===== config.mk =====
export PLATFORM = sky130hd
export DESIGN_NAME = golden_nonce_tx
export DESIGN_NICKNAME = d
export VERILOG_FILES = /design/src/rtl/golden_nonce_tx.sv
export SDC_FILE = /design/constraint.sdc
export NUM_CORES = 1
export LEC_CHECK = 0
export ABC_AREA = 1
export BUFFER_PORTS_ARGS = -buffer_cell sky130_fd_sc_hd__buf_2
export CAP_MARGIN = 20
export CELL_PAD_IN_SITES_DETAIL_PLACEMENT = 0
export CELL_PAD_IN_SITES_GLOBAL_PLACEMENT = 2
export CORE_MARGIN = 2
export CORE_UTILIZATION = 44
export CTS_BUF_LIST = sky130_fd_sc_hd__clkbuf_16
export CTS_CLUSTER_SIZE = 40
export DETAILED_ROUTE_END_ITERATION = 10
export PLACE_DENSITY_LB_ADDON = 0.3
export SYNTH_ARGS = -nofsm -noshare
export SYNTH_HDL_FRONTEND = slang
export SYNTH_SLANG_ARGS = --single-unit

===== constraint.sdc =====
create_clock -name hash_clk -period 5.2 [get_ports hash_clk]
set_clock_uncertainty 0.05 [all_clocks]
set_input_delay 0 -clock hash_clk [delete_from_list [all_inputs] [get_ports hash_clk]]
set_output_delay 0 -clock hash_clk [all_outputs]
set_load 0.03 [all_outputs]

===== src/rtl/golden_nonce_tx.sv =====
// golden_nonce_tx: buffers golden nonces in a small FIFO and sends each one as four UART 8N1 bytes, LSB byte first.
module golden_nonce_tx #(
    parameter int BAUD_DIV = 434,
    parameter int FIFO_AW  = 2
) (
    input  logic        hash_clk,
    input  logic        reset,
    input  logic [31:0] golden_nonce,
    input  logic        golden_nonce_match,
    output logic        uart_tx,
    output logic        tx_busy,
    output logic        fifo_overflow
);
    localparam int DEPTH = 1 << FIFO_AW;
    typedef enum logic [1:0] {IDLE, START, DATA, STOP} state_t;
    state_t state, state_n;
    logic [31:0] mem [DEPTH];
    logic [FIFO_AW-1:0] wr_ptr, rd_ptr;
    logic [FIFO_AW:0] count;
    logic [31:0] sh, sh_n;
    logic [15:0] baud, baud_n;
    logic [2:0] bit_cnt, bit_cnt_n;
    logic [1:0] byte_cnt, byte_cnt_n;
    logic pop, push, tick, tx_n;
    // count never exceeds DEPTH, so its MSB alone marks a full FIFO
    assign pop  = (state == IDLE) && (count != '0);
    assign push = golden_nonce_match && (!count[FIFO_AW] || pop);
    assign tick = baud == 16'(BAUD_DIV - 1);
    // The shift register moves one bit per data bit, so after 8 bits the next byte sits at bit 0
    always_comb begin
        state_n    = state;
        sh_n       = sh;
        bit_cnt_n  = bit_cnt;
        byte_cnt_n = byte_cnt;
        baud_n     = (state == IDLE || tick) ? '0 : baud + 16'd1;
        case (state)
            IDLE: if (pop) begin
                state_n = START;
                sh_n    = mem[rd_ptr];
            end
            START: if (tick) state_n = DATA;
            DATA: if (tick) begin
                sh_n      = sh >> 1;
                bit_cnt_n = bit_cnt + 3'd1;
                state_n   = (bit_cnt == 3'd7) ? STOP : DATA;
            end
            STOP: if (tick) begin
                state_n    = (byte_cnt == 2'd3) ? IDLE : START;
                byte_cnt_n = byte_cnt + 2'd1;
            end
            default: state_n = IDLE;
        endcase
        tx_n = (state_n == START) ? 1'b0 : (state_n == DATA) ? sh_n[0] : 1'b1;
    end
    always_ff @(posedge hash_clk or posedge reset) begin
        if (reset) begin
            state         <= IDLE;
            sh            <= '0;
            baud          <= '0;
            bit_cnt       <= '0;
            byte_cnt      <= '0;
            wr_ptr        <= '0;
            rd_ptr        <= '0;
            count         <= '0;
            uart_tx       <= 1'b1;
            tx_busy       <= 1'b0;
            fifo_overflow <= 1'b0;
        end else begin
            state    <= state_n;
            sh       <= sh_n;
            baud     <= baud_n;
            bit_cnt  <= bit_cnt_n;
            byte_cnt <= byte_cnt_n;
            uart_tx  <= tx_n;
            tx_busy  <= (state != IDLE) || (count != '0);
            if (golden_nonce_match && !push) fifo_overflow <= 1'b1;
            if (push) wr_ptr <= wr_ptr + FIFO_AW'(1);
            if (pop) rd_ptr <= rd_ptr + FIFO_AW'(1);
            count <= count + (FIFO_AW+1)'(push) - (FIFO_AW+1)'(pop);
        end
    end
    always_ff @(posedge hash_clk)
        if (push) mem[wr_ptr] <= golden_nonce;
endmodule


==> impl_metrics.json, run 1 <==
{
  "status": "finished, final reports clean",
  "tightest_slew_ns": 1.008,
  "seqCellArea_mm2": 0.005473,
  "endpoint_kind": "flop",
  "fillCellCount": 1590,
  "port_buffers": 37,
  "layoutNonFillerInstCount": 1032,
  "synth_most_common_cell": "edfxtp_1",
  "gp_congestion": 0.7823,
  "ys_seq_elements": 193,
  "area_delta_synth_final_pct": 17.60,
  "critPathLaunchType": "flop",
  "crit_top_cell": "ha_1",
  "vias": 5315,
  "irDropWorstVdd_mv": 0.2069,
  "netlist_area_mm2": 0.008092,
  "die_y_um": 139.6,
  "rows": 49,
  "drt_iter0_markers": 342,
  "fmax_mhz": 373.3,
  "cts-root-buf": "clkbuf_16",
  "path_clk_slew_ns": 0.07,
  "grt_pass1_vias": 5341,
  "grtUsageTotal_pct": 18.26,
  "antenna_found_initial": 0,
  "drive_gt1_share_pct": 14.84,
  "wl_per_cell_um": 16.24,
  "total_power_mw": 3.424,
  "synth_cell_types": 38,
  "post_cts_buffers": 0,
  "top_level_ports": 38,
  "crit_slowest_cell": "o21ai_1",
  "synth_flop_cell": "edfxtp_1",
  "critical_path_required_ns": 5.49,
  "synth-edff-count": 128,
  "crit_chain": "nor2_1, o21ai_1, ha_1, inv_1, ha_1, fa_1, xnor2_1, xor2_1",
  "syn_area_per_cell_um2": 11.21,
  "crit_family": "compound AO/OA/AOI/OAI gates",
  "p_leak_nw": 3.900,
  "rr_startpoint": "state[0]$_DFF_PP0_",
  "crit_type": "flop to flop",
  "hold_path.class": "primary input to flop",
  "grt_pass1_wl_um": 27640,
  "synthArstFlopShare_pct": 33.68,
  "numCtsBuffers": 17,
  "multi_input_comb_area_mm2": 0.002265,
  "initial_core_util_pct": 44.89,
  "synthTopCellsByCount": "128 x edfxtp_1, 125 x nand3_1, 119 x nand2_1, 64 x dfrtp_1, 58 x inv_1",
  "reg2reg_depth": 8,
  "cts_max_level": 4,
  "netlist.area_leader.share_pct": 47.50,
  "crit_path_end": "count[2]$_DFF_PP0_",
  "synth.largest_area_cell": "edfxtp_1",
  "dp_hpwl_um": 10330,
  "period_share_pct": 51.52,
  "grt.overflow.total": 0,
  "rrSetupSlack_ns": 2.52,
  "rsz0062_at_grt": "no",
  "vias_per_cell": 5.150,
  "drc_errors": 0,
  "fin_setup_tns_ns": 0,
  "yosys_warnings": 0,
  "crit_cells": 8,
  "clkSinkCount": 193,
  "seq_area_frac_synth_pct": 67.62,
  "dp_cells": 965,
  "slew_viol_final": 0,
  "dieArea_mm2": 0.01949,
  "die_x_um": 139.6,
  "cp_slowest_stage_delay_ns": 0.79,
  "grt_max_degree": 97,
  "reg2reg_to": "count[2]$_DFF_PP0_",
  "syn_inst": 722,
  "cts_max_path_buffers": 2,
  "wirelength_um": 16760,
  "synth_nets": 769,
  "hold_viol_final": 0,
  "coreArea_mm2": 0.01802,
  "arrival_ns": 2.97,
  "crit_fanout": 8,
  "critPathLaunch": "state[0]$_DFF_PP0_",
  "drtPass1Iterations": 5,
  "fin_nets": 836,
  "path_buf_inv": 1,
  "setup_viol": 0,
  "maxCapViolCount": 0,
  "antenna_left": 0,
  "power.density_mw_per_mm2": 359.8,
  "synth.area.top_cells": "edfxtp_1 48%, dfrtp_1 20%, nand3_1 7.7%",
  "clkLatencyLatePin_ns": 0.43,
  "max_slew_margin_pct": 32.33,
  "period_minus_slack_ns": 2.679,
  "cts_tree": "yes"
}
==> report_power, final <==
| group | switching, mW | internal (mW) |
|---|---|---|
| Clock | 0.579 | 0.667 |
| Sequential | 0.0473 | 1.81 |
| Combinational | 0.205 | 0.112 |
| Total | 0.831 | 2.59 |
==> per-layer routing <==
layer	GRT usage [%]	wire length (µm)
met1	23.55	7659
met2	31.30	8358
met3	3.957	548
met4	5.316	192
met5	0	0
==> worst reg2reg max path: cells and delay by family, from the launching register on <==
family / cells / cell delay (ns)
AO/OA/AOI/OAI: 1 / 0.79
AND/OR/NAND/NOR: 1 / 0.12
XOR/XNOR: 2 / 0.39
buffers and inverters: 1 / 0.04
flip-flops: 1 / 0.42
adder cells (fa/ha/maj): 3 / 0.79
==> logic make-up (layout without fill, tap and decap cells) <==
logic type | after synthesis | count (layout) | synth area share [%]
xor+xnor | 12 | 12 | 1.299
simple gates | 331 | 331 | 19.25
fa+ha+maj | 12 | 12 | 1.948
mux | 1 | 1 | 0.1392
other cells | 0 | 1 | 0
buf+inv | 97 | 177 | 4.763
flops | 193 | 193 | 67.62
compound gates | 76 | 76 | 4.979
==> metrics by stage <==
step	worst slack (ns)	utilization (%)	hold slack, ns	instance area (µm²)
after floorplan	2.513	-	0.04887	8092
final	2.521	52.79	0.2671	9515
after global routing	2.305	52.78	0.2585	9513
after CTS	2.522	52.78	0.2428	9513
after detailed placement	2.525	47.77	0.1646	8611
after global placement	2.637	47.09	0.1570	8488
==> cell type report <==
class,instances,area share [%]
antenna,1,0.02630
clock buffer,17,4.471
clock inverter,15,1.433
inverter,64,2.538
multi-input combinational,432,23.80
sequential,193,57.51
tap,229,3.011
timing repair buffer,81,7.206
==> registers in the layout, summed over array words and instances, names as in the netlist, 3 cells and up <==
signal and cells:
baud 16, bit_cnt 3, count 3, mem 128, sh 32
==> cell usage in the layout, fill, tap and decap left out, types with 4 or more instances in the layout <==
cell	Yosys	routed
edfxtp_1	128	128
nand3_1	125	125
nand2_1	119	119
dfrtp_1	64	63
inv_1	58	60
nor2_1	45	41
buf_2	4	37
a21oi_1	35	35
dlygate4sd3_1	0	34
o21ai_0	28	28
clkbuf_16	0	17
nand2_2	15	15
ha_1	11	11
nand3_2	10	10
xor2_1	7	7
o21ai_1	6	6
nor2_4	1	5
xnor2_1	5	5
nand4_1	5	5
buf_4	0	5
clkinv_1	3	4
clkinv_4	0	4
==> what timing repair did <==
action,4_1_cts,5_1_grt
hold buffers,34,0
endpoints found under the hold margin,193,0
gates resized for setup,0,0
==> worst min-delay path by stage <==
stage,cells after the start,from,to,slack (ns)
6_report,2,golden_nonce[3],mem[1][3]$_DFFE_PP_,0.27
3_3_place_gp,1,golden_nonce[29],mem[0][29]$_DFFE_PP_,0.16
3_5_place_dp,1,golden_nonce[26],mem[0][26]$_DFFE_PP_,0.16
2_1_floorplan,0,golden_nonce[0],mem[0][0]$_DFFE_PP_,0.05
5_1_grt,2,golden_nonce[8],mem[2][8]$_DFFE_PP_,0.26
4_1_cts,2,golden_nonce[26],mem[2][26]$_DFFE_PP_,0.24
(Power assumes the default switching activity.)
==> run 2, diff against run 1 <==
- CORE_UTILIZATION: 44 -> 41
- clock period: 5.2 -> 2.5 ns (I/O delays scaled with it)
==> impl_metrics.json, run 2 (same netlist as run 1, synthesis figures left out) <==
{
  "layoutNonFillerInstCount": 1074,
  "drc_errors": 0,
  "wl_per_cell_um": 15.52,
  "hold_path.class": "primary input to async pin",
  "antenna_found_initial": 0,
  "critPathLaunchType": "flop",
  "clkSinkCount": 193,
  "tightest_slew_ns": 0.8257,
  "dieArea_mm2": 0.02087,
  "grt.overflow.total": 0,
  "die_x_um": 144.5,
  "top_level_ports": 38,
  "drive_gt1_share_pct": 15.82,
  "path_clk_slew_ns": 0.07,
  "reg2reg_depth": 8,
  "die_y_um": 144.5,
  "seq_power_share_pct": 54.7,
  "cts_max_path_buffers": 2,
  "fin_setup_tns_ns": 0,
  "rows": 51,
  "maxCapViolCount": 0,
  "dp_cells": 1008,
  "vias_per_cell": 4.955,
  "dp_slack_ns": 0.2253,
  "clkPwrFrac_pct": 36.1,
  "insertedDiodeCount": 0,
  "reg_top3": "mem (128), sh (32), baud (16)",
  "drt_iter0_markers": 359,
  "rsz0062_at_grt": "no",
  "drtPass1Iterations": 5,
  "p_leak_nw": 3.924,
  "numCtsBuffers": 17,
  "cts-root-buf": "clkbuf_16",
  "port_buffers": 37,
  "irDropWorstVdd_mv": 0.4943,
  "design_area_mm2": 0.009604,
  "max_slew_margin_pct": 44.87,
  "grtUsageTotal_pct": 17.60,
  "coreArea_mm2": 0.01940,
  "multi_input_comb_area_mm2": 0.002265,
  "dp_hpwl_um": 9823,
  "crit_type": "flop to flop",
  "slew_viol_final": 0,
  "status": "finished, final reports clean",
  "area_delta_synth_final_pct": 18.69,
  "initial_core_util_pct": 41.71,
  "grt_pass1_wl_um": 27660,
  "clkLatencyLatePin_ns": 0.42,
  "whs_ns": 0.2351,
  "fmax_mhz": 437.5,
  "cts_max_level": 4,
  "total_power_mw": 7.070,
  "antenna_left": 0,
  "wirelength_um": 16670,
  "vias": 5322,
  "cts_tree": "yes",
  "ctsResizeCount": 0,
  "power_frac_comb_pct": 9.2,
  "grt_pass1_vias": 5259,
  "fin_nets": 843,
  "fin_util_pct": 49.51,
  "p_int_mw": 5.304,
  "final_cell_mix": "128 x edfxtp_1, 125 x nand3_1, 119 x nand2_1, 63 x dfrtp_1, 57 x inv_1",
  "grt_max_degree": 97,
  "netSwitchingFraction_pct": 24.98,
  "endpoint_kind": "flop",
  "arrival_ns": 2.59,
  "power.density_mw_per_mm2": 736.1,
  "period_minus_slack_ns": 2.286,
  "worst_slack_ns": 0.2145,
  "largest_reg_flops": 128,
  "crit_fanout": 4,
  "period_share_pct": 91.42,
  "seqCellArea_mm2": 0.005473,
  "hold_viol_final": 0,
  "gp_congestion": 0.7878,
  "p_sw_mw": 1.766,
  "top_register": "mem",
  "fillCellCount": 1759,
  "layout_commonest_cell": "edfxtp_1",
  "placed_area_mm2": 0.008711,
  "setup_viol": 0,
  "critical_path_required_ns": 2.80
}
-- run 2: changes by cell type in the layout (fill, tap and decap cells not counted), sizes merged --
cell / delta
bufinv: -1
diode: -1
buf: +7
inv: -1
clkinv: +2
-- run 2: area by class of cell --
class                   instances  area share [%]
repair buffers                 88           7.712
flip-flops and latches        193           56.98
clock inverters                15           1.329
clock buffers                  17           4.429
well taps                     265           3.452
multi-input cells             432           23.58
inverters                      64           2.514
-- run 2: routing by layer --
metal	track usage [%]	vias up	part of all wire, %
met5	0	-	0
met1	22.65	2605	46
li1	-	2624	-
met4	4.139	0	0.67
met2	30.86	85	50
met3	3.411	8	3.5
-- run 2: repair_timing --
| item | in CTS | in global routing |
|---|---|---|
| setup buffers | 0 | 0 |
| hold buffers | 34 | 0 |
| hold endpoints to repair | 164 | 0 |
-- run 2: power by group through the flow --
stage / logic (mW) / registers, mW / clock network [mW]
4_1_cts: 0.675 / 3.87 / 2.62
5_1_grt: 0.733 / 3.89 / 2.75
2_1_floorplan: 0.319 / 3.93 / 0
6_report: 0.653 / 3.87 / 2.55
3_5_place_dp: 0.630 / 3.94 / 0
3_3_place_gp: 0.609 / 3.92 / 0
-- run 2: worst paths after layout --
check / start / slack, ns / to
max in group asynchronous: reset / 1.37 / sh[17]$_DFFE_PP0P_
min in group hash_clk: golden_nonce[4] / 0.27 / mem[0][4]$_DFFE_PP_
worst max register to register: count[1]$_DFF_PP0_ / 0.21 / count[2]$_DFF_PP0_
worst min register to register: bit_cnt[2]$_DFFE_PP0P_ / 0.43 / bit_cnt[2]$_DFFE_PP0P_
worst max-delay path: count[1]$_DFF_PP0_ / 0.21 / count[2]$_DFF_PP0_
worst min-delay path: reset / 0.24 / baud[13]$_DFF_PP0_
-- run 2: worst max-delay path, cell delays in order, from the launching register on --
cell and delay (ns):
dfrtp_1 0.43, o31ai_2 0.31, clkinv_1 0.14, ha_1 0.30, inv_1 0.04, ha_1 0.19
fa_1 0.39, xnor2_1 0.20, xor2_1 0.17
==> run 3, diff against run 2 <==
--- a/config.mk
+++ b/config.mk
@@ -17,2 +17,3 @@
 export DETAILED_ROUTE_END_ITERATION = 10
+export GPL_ROUTABILITY_DRIVEN = 0
 export PLACE_DENSITY_LB_ADDON = 0.3
==> constraint.sdc (replaced) <==
create_clock -name hash_clk -period 2.5 [get_ports hash_clk]
set_clock_uncertainty 0.05 [all_clocks]
set_input_delay 0.375 -clock hash_clk [delete_from_list [all_inputs] [get_ports hash_clk]]
set_output_delay 0.375 -clock hash_clk [all_outputs]
set_load 0.03 [all_outputs]
==> impl_metrics.json, run 3 (same netlist as run 1, synthesis figures left out) <==
{
  "placed_area_mm2": 0.008718,
  "hold_start": "golden_nonce[2]",
  "rows": 51,
  "seqCellArea_mm2": 0.005473,
  "hold_path.class": "primary input to flop",
  "endpoint_kind": "flop",
  "grt.overflow.total": 0,
  "initial_core_util_pct": 41.71,
  "slew_viol_final": 0,
  "cts_max_path_buffers": 2,
  "reg_top3": "mem (128), sh (32), baud (16)",
  "crit_fanout": 4,
  "crit_top_cell": "ha_1",
  "grtUsageMet1_pct": 22.03,
  "cts_tree": "yes",
  "dp_cells": 1009,
  "numCtsBuffers": 17,
  "ctsResizeCount": 0,
  "clkSinkCount": 193,
  "die_x_um": 144.5,
  "antenna_left": 0,
  "top_level_ports": 38,
  "period_minus_slack_ns": 2.295,
  "wl_per_cell_um": 15.80,
  "grt_max_degree": 56,
  "drtPass1Iterations": 4,
  "reg2reg_depth": 8,
  "dp_slack_ns": 0.2398,
  "cts-root-buf": "clkbuf_16",
  "status": "finished, final reports clean",
  "vias_per_cell": 5.036,
  "largest_reg_flops": 128,
  "busiest_layer": "met2",
  "critPathLaunchType": "flop",
  "multi_input_comb_area_mm2": 0.002265,
  "drc_errors": 0,
  "crit_chain": "o31ai_2, clkinv_1, ha_1, inv_1, ha_1, fa_1, xnor2_1, xor2_1",
  "rrSetupSlack_ns": 0.21,
  "layoutNonFillerInstCount": 1042,
  "path_clk_slew_ns": 0.08,
  "whs_ns": 0.1038,
  "top_register": "mem",
  "insertedDiodeCount": 0,
  "clkLatencyLatePin_ns": 0.43,
  "tightest_slew_ns": 0.5429,
  "drive_gt1_share_pct": 16.86,
  "use_met3_pct": 3.278,
  "rr_startpoint": "count[1]$_DFF_PP0_",
  "drt_iter0_markers": 363,
  "irDropWorstVdd_mv": 0.5226,
  "rsz0062_at_grt": "no",
  "dieArea_mm2": 0.02087,
  "cp_slowest_stage_delay_ns": 0.43,
  "hold_viol_final": 0,
  "final_cell_mix": "128 x edfxtp_1, 125 x nand3_1, 119 x nand2_1, 63 x dfrtp_1, 57 x inv_1",
  "grt_pass1_wl_um": 26890,
  "period_share_pct": 91.78,
  "cts_max_level": 4,
  "worst_slack_ns": 0.2054,
  "setup_viol": 0,
  "port_buffers": 37,
  "arrival_ns": 2.60,
  "grt_pass1_vias": 5156,
  "fin_nets": 811,
  "critical_path_required_ns": 2.81,
  "maxCapViolCount": 0,
  "max_slew_margin_pct": 63.58,
  "grtUsageTotal_pct": 16.98,
  "fillCellCount": 1759,
  "coreArea_mm2": 0.01940,
  "crit_slowest_cell": "dfrtp_1",
  "layout_commonest_cell": "edfxtp_1",
  "fmax_mhz": 435.8,
  "whs_endpoint": "mem[0][2]$_DFFE_PP_",
  "reg2reg_to": "count[2]$_DFF_PP0_",
  "grt_use_met2_pct": 29.28,
  "power.density_mw_per_mm2": 770.4,
  "dp_hpwl_um": 9761,
  "antenna_found_initial": 0,
  "design_area_mm2": 0.009331,
  "vias": 5247,
  "wirelength_um": 16470,
  "holdPathStages": 1,
  "crit_type": "flop to flop",
  "p_leak_nw": 3.804,
  "area_delta_synth_final_pct": 15.32,
  "die_y_um": 144.5
}
## run 3: worst max-delay path by stage
stage                       startpoint             endpoint  slack (ns)  cells past startpoint
floorplan           state[0]$_DFF_PP0_  mem[0][0]$_DFFE_PP_       -0.19                      3
CTS                 count[1]$_DFF_PP0_   count[2]$_DFF_PP0_        0.22                      8
global placement    count[1]$_DFF_PP0_   count[2]$_DFF_PP0_        0.36                      8
global route        count[1]$_DFF_PP0_   count[2]$_DFF_PP0_        0.12                      8
finish              count[1]$_DFF_PP0_   count[2]$_DFF_PP0_        0.21                      8
detailed placement  count[1]$_DFF_PP0_   count[2]$_DFF_PP0_        0.24                      8
## run 3: layout make-up
cell class,count,share of cell area [%]
Tap cell,265,3.553
Clock buffer,17,4.559
Inverter,64,2.588
Timing Repair Buffer,56,4.478
Clock inverter,15,1.904
Sequential cell,193,58.65
Multi-Input combinational cell,432,24.27
## run 3: metrics by stage
stage	power (mW)	setup TNS (ns)	utilization [%]
after global placement	4.532	0	44.94
after global routing	7.500	0	48.10
final	7.189	0	48.10
after floorplan	4.246	-24.08	-
after CTS	7.283	0	48.10
after detailed placement	4.578	0	44.94
## run 3: worst max-delay path, delay by kind of cell, from the launching register on
kind / cells / cell delay, ns
adder cells (fa/ha/maj): 3 / 0.86
flip-flops: 1 / 0.43
XOR/XNOR: 2 / 0.37
AO/OA/AOI/OAI: 1 / 0.32
buffers and inverters: 2 / 0.19
## run 3: repair_timing
item                                    in CTS  in global routing
hold endpoints to repair                     5                  0
hold buffers                                 1                  0
setup buffers                                0                  0
endpoints found under the setup margin       0                  0
## run 3: routing by layer
| metal | wire length (µm) | up-vias |
|---|---|---|
| met5 | 0 | - |
| met4 | 212 | 0 |
| met3 | 475 | 19 |
| met2 | 8211 | 69 |
| met1 | 7568 | 2596 |
| li1 | - | 2563 |
## run 3: report_power, final
part           switching [mW]  total [mW]  internal (mW)
clock                    1.34        2.70           1.36
sequential             0.0983        3.87           3.77
combinational           0.428       0.624          0.196
total                    1.86        7.19           5.33
